### config.mk
export PLATFORM = sky130hd
export DESIGN_NAME = piece_queue
export DESIGN_NICKNAME = d
export VERILOG_FILES = /design/src/rtl/piece_queue.sv
export SDC_FILE = /design/constraint.sdc
export NUM_CORES = 1
export LEC_CHECK = 0
export BUFFER_PORTS_ARGS = -buffer_cell sky130_fd_sc_hd__buf_4
export CAP_MARGIN = 20
export CORE_ASPECT_RATIO = 1.25
export CORE_UTILIZATION = 40
export DETAILED_ROUTE_END_ITERATION = 7
export GPL_TIMING_DRIVEN = 0
export PLACE_DENSITY = 0.7
export SLEW_MARGIN = 20
export SYNTH_ARGS = -nofsm -noshare
export SYNTH_HDL_FRONTEND = slang
export SYNTH_SLANG_ARGS = --single-unit
### constraint.sdc
create_clock -name CLK -period 3.3 [get_ports CLK]
set_clock_uncertainty 0.1 [all_clocks]
set_input_delay 0.165 -clock CLK [delete_from_list [all_inputs] [get_ports CLK]]
set_output_delay 0.165 -clock CLK [all_outputs]
set_load 0.01 [all_outputs]
### src/rtl/piece_queue.sv
// piece_queue: next-piece FIFO between the random piece generator and the game
// controller. Keeps DEPTH slots filled through the generator START/DONE
// handshake, exposes the head piece plus a preview of every slot, and counts
// pieces dealt with a saturating counter.
module piece_queue #(
  parameter int unsigned DEPTH = 3,
  parameter int unsigned CNT_W = 16
) (
  input  logic                 CLK,
  input  logic                 RESET,
  output logic                 gen_start,
  input  logic                 gen_done,
  input  logic [2:0]           gen_piece,
  input  logic                 pop,
  output logic [2:0]           piece_out,
  output logic                 piece_valid,
  output logic [3*DEPTH-1:0]   preview,
  output logic [2:0]           count,
  output logic [CNT_W-1:0]     dealt
);

  localparam logic [2:0] NONE    = 3'd7;
  localparam logic [2:0] DEPTH_C = 3'(DEPTH);

  typedef enum logic [1:0] {StIdle, StReq, StRelease} state_e;

  state_e           r_state;
  state_e           w_state_d;
  logic [2:0]       r_slot   [DEPTH];
  logic [2:0]       w_slot_d [DEPTH];
  logic [2:0]       r_count;
  logic [2:0]       w_count_mid;
  logic [2:0]       w_count_d;
  logic [CNT_W-1:0] r_dealt;
  logic [CNT_W-1:0] w_dealt_d;
  logic             w_pop_ok;
  logic             w_capture;
  logic             w_push;

  // A pop on an empty queue is ignored; a captured 7 is dropped but still
  // completes the handshake.
  assign w_pop_ok  = pop && (r_count != 3'd0);
  assign w_capture = (r_state == StReq) && gen_done;
  assign w_push    = w_capture && (gen_piece != NONE);

  // Request FSM next state: request whenever the registered count shows room.
  always_comb begin
    w_state_d = r_state;
    case (r_state)
      StIdle:    if (r_count < DEPTH_C) w_state_d = StReq;
      StReq:     if (gen_done) w_state_d = StRelease;
      StRelease: if (!gen_done) w_state_d = StIdle;
      default:   w_state_d = StIdle;
    endcase
  end

  // Moore output: START is asserted only while waiting in StReq.
  assign gen_start = (r_state == StReq);

  // Slot next state: shift on pop first, then write the new piece at the
  // post-shift fill level. A request is only issued with a free slot and
  // count cannot rise until capture, so the write index is always in range.
  always_comb begin
    for (int i = 0; i < DEPTH; i++) begin
      w_slot_d[i] = r_slot[i];
    end
    if (w_pop_ok) begin
      for (int i = 0; i < DEPTH - 1; i++) begin
        w_slot_d[i] = r_slot[i + 1];
      end
      w_slot_d[DEPTH-1] = NONE;
    end
    w_count_mid = r_count - {2'b00, w_pop_ok};
    if (w_push) begin
      for (int i = 0; i < DEPTH; i++) begin
        if (3'(i) == w_count_mid) w_slot_d[i] = gen_piece;
      end
    end
    w_count_d = w_count_mid + {2'b00, w_push};
  end

  // Dealt counter next state: +1 per accepted pop, sticking at all ones.
  always_comb begin
    w_dealt_d = r_dealt;
    if (w_pop_ok && (r_dealt != {CNT_W{1'b1}})) begin
      w_dealt_d = r_dealt + {{(CNT_W-1){1'b0}}, 1'b1};
    end
  end

  // State registers; reset aborts any handshake in flight.
  always_ff @(posedge CLK or posedge RESET) begin
    if (RESET) begin
      r_state <= StIdle;
      r_count <= 3'd0;
      r_dealt <= '0;
      for (int i = 0; i < DEPTH; i++) begin
        r_slot[i] <= NONE;
      end
    end else begin
      r_state <= w_state_d;
      r_count <= w_count_d;
      r_dealt <= w_dealt_d;
      for (int i = 0; i < DEPTH; i++) begin
        r_slot[i] <= w_slot_d[i];
      end
    end
  end

  // Outputs are straight views of the registered slots.
  always_comb begin
    for (int i = 0; i < DEPTH; i++) begin
      preview[3*i +: 3] = r_slot[i];
    end
  end

  assign piece_out   = r_slot[0];
  assign piece_valid = (r_count != 3'd0);
  assign count       = r_count;
  assign dealt       = r_dealt;

endmodule

==> key figures <==
Run status
  – Status: complete, but fails checks
  – Failing checks: DRC

Synth
  – Yosys reg bits: 30
  – Synth Cell Area: 1560 um^2
  – YS warnings: 0
  – Post-synth top area share: 33.6%
  – Synth top area cells: dfrtp_1, dfstp_2, mux2i_1
  – Net Count, Synth: 146
  – Post-synthesis sequential area ratio: 48.8%
  – Most frequent cells after synthesis: dfrtp_1, mux2i_1, inv_1, nor2_1, xnor2_1
  – Mapped Avg Cell Area: 11.6 um^2
  – Synth unique cells: 36
  – Most frequent cell after synthesis: dfrtp_1
  – Main synth FF type: dfrtp_1
  – Syn Inst Count: 135
  – Number of synthesized flops with an enable pin: 0
  – Largest area contributor in the netlist: dfrtp_1
  – Async set-reset flop share out of synthesis: 100%

CTS
  – Sink Count: 30
  – CTS tree: done
  – Reg clk slew, reported paths: 60 ps
  – CTS Buf Count: 5
  – Insertion delay to the later sink of the worst-skew pair: 290 ps
  – Max clock buf depth: 2
  – CTS resizes: 0
  – H-tree depth: 2
  – Root buffer cell: clkbuf_8

Power and ir drop
  – Worst-case vdd ir drop: 0.425 mV
  – Combinational power share: 38.7%
  – Leakage power: 1.02 nW
  – Sw Ratio: 34.9%
  – P_int: 1.05 mW
  – PD cells: 794 nW/um^2
  – Sequential group share of total power: 39.7%
  – Clock share of power: 21.6%
  – P_sw: 0.561 mW

Worst setup path
  – CP Data Required Time: 3410 ps
  – Slowest stage delay, CP: 550 ps
  – Delay-heaviest family, CP: compound AO/OA/AOI/OAI gates
  – Crit path arrival time: 2940 ps
  – Crit Path Max Fanout: 8
  – Slowest cell on crit path: o31ai_4
  – Setup CP Type: register to register
  – R2R Path End: preview[5]
  – Most frequent CP cell: ha_1
  – WP buf/inv: 1
  – RR Startpoint: count[2]
  – CP startpoint: count[2]
  – Crit-path cells: o31ai_4 -> inv_2 -> ha_1 -> ha_1 -> xor2_1 -> a311oi_1 -> nand3_1 -> mux2i_1
  – Element type at the critical path end: register
  – Worst reg2reg path depth: 8
  – Flop2flop setup slack: 470 ps
  – CP startpoint kind: register

Min path
  – Hold path startpoint: gen_done
  – Worst hold path type: primary input to register
  – Hold path depth: 3
  – Worst Hold Path EP: r_state[1]

Global routing
  – Global-route wire length before repair: 5470 um
  – Largest net degree at the start of global routing: 31
  – Gr usage total: 17.7%
  – Vias in the first global route: 1225
  – Grt ovf: 0
  – Initial antenna violation count: 0

Route
  – Total wire length: 3140 um
  – Antenna-violating nets left: 0
  – Via Count: 1165
  – DR top layer: met4
  – WL met2: 1600 um
  – Detailed-route wire length per cell: 14.1 um
  – Met3 wire length: 179 um
  – Drt first-iter violations: 24
  – DR pass1 iterations: 6
  – Vias per cell: 5.22
  – Residual DRC: 3
  – M1 wire length: 1300 um

Finish
  – Design Area, Final: 2030 um^2
  – Share of cells above drive strength 1: 38.8%
  – Synth-to-layout area growth: 29.6%
  – FILL cells: 347
  – Diode count: 0
  – Final #Nets: 193

Die
  – Die area: 4160 um^2
  – Num rows: 25
  – Io pins: 40
  – Die Ht: 71.9 um
  – Core ar.: 3750 um^2
  – Die X: 57.9 um
  – Initial Util: 41.6%

STA
  – Crit share post-route: 85.8%
  – Hold Fails Final Rpt: 0
  – Minimum clock period: 2830 ps
  – Final Slew Violations: 0
  – Worst path setup slack after routing: 467 ps
  – Setup violations, final: 0
  – Post-route setup TNS: 0 ps
  – Max-slew headroom: 58.0%
  – Worst-Margin Slew: 630 ps
  – Fin Hold WS: 30.8 ps
  – RSZ-0062 raised after global routing: false
  – FMAX: 353 MHz

Placed design
  – DP Area: 1910 um^2
  – GP Congestion: 0.806
  – Detail Placement HPWL: 2360 um
  – Pre-CTS setup slack: 450 ps
  – PortBufs: 39

Job
  – Max-cap violations: 0
metal layers:
metal	track usage (%)	up-vias
met5	0	-
met4	7.94	0
met3	5.60	6
met2	30.3	35
met1	19.8	563
li1	-	561
worst reg2reg max path, delay by kind of cell, from the launching register on:
family	cells	cell delay [ps]
AND/OR/NAND/NOR	1	270
buffers and inverters	1	200
XOR/XNOR	1	170
flip-flops	1	460
adder cells (fa/ha/maj)	2	430
multiplexers	1	230
AO/OA/AOI/OAI	2	900
logic make-up after synthesis:
group / synth area share [%]
fa+ha+maj: 3.20
mux: 11.3
flops: 48.8
simple gates: 17.1
xor+xnor: 8.97
compound gates: 6.33
buf+inv: 4.32
worst max-delay path by stage:
stage,to,cells past startpoint
2_1_floorplan,piece_out[0],8
3_3_place_gp,preview[4],8
3_5_place_dp,preview[5],8
4_1_cts,preview[5],8
5_1_grt,preview[5],8
6_report,preview[5],8
per-stage QoR:
stage	power, mW	instances	utilization (%)
after floorplan	0.997	135	-
after global placement	1.25	214	50.8
after detailed placement	1.28	214	50.8
after CTS	1.63	222	53.7
after global routing	1.72	223	54.0
final	1.61	223	54.0
registers in the layout (all words and copies together) (netlist names):
name,cells
count,3
dealt,16
piece_out,3
preview,6
r_state,2
cell type report:
class	instances	area, um^2	area share (%)
inverter	12	45.0	2.22
tap	40	50.0	2.47
clock buffer	8	110	5.44
sequential	30	762	37.6
multi-input combinational	90	733	36.2
buffer	3	22.5	1.11
timing repair buffer	40	303	14.9
power by group through the flow:
stage / combinational, mW / sequential, mW / clock [mW]
after global placement: 0.612 / 0.634 / 0
after detailed placement: 0.630 / 0.646 / 0
after global routing: 0.691 / 0.659 / 0.368
after CTS: 0.632 / 0.640 / 0.356
final: 0.623 / 0.639 / 0.347
after floorplan: 0.332 / 0.665 / 0
cell usage in the layout, fill, tap and decap left out, drive strengths merged:
cell type,n
nand4,3
nand3,9
o41ai,1
a31oi,2
mux2,2
inv,12
or3,4
nand3b,2
a311oi,1
nor2,11
nor4,2
xor2,6
ha,4
and3,1
nor2b,1
nor3,3
a211oi,1
xnor2,10
buf,42
a41oi,1
o21a,1
a21oi,1
dlygate4sd3,1
mux2i,15
nand2,4
dfrtp,21
nor3b,1
o31ai,1
clkbuf,8
nand2b,2
and4,1
dfstp,9
timing repair:
item / CTS / global route
buffers inserted: 0 / 0
hold endpoints to repair: 0 / 21
hold buffers: 0 / 1
(Power assumes the default switching activity.)
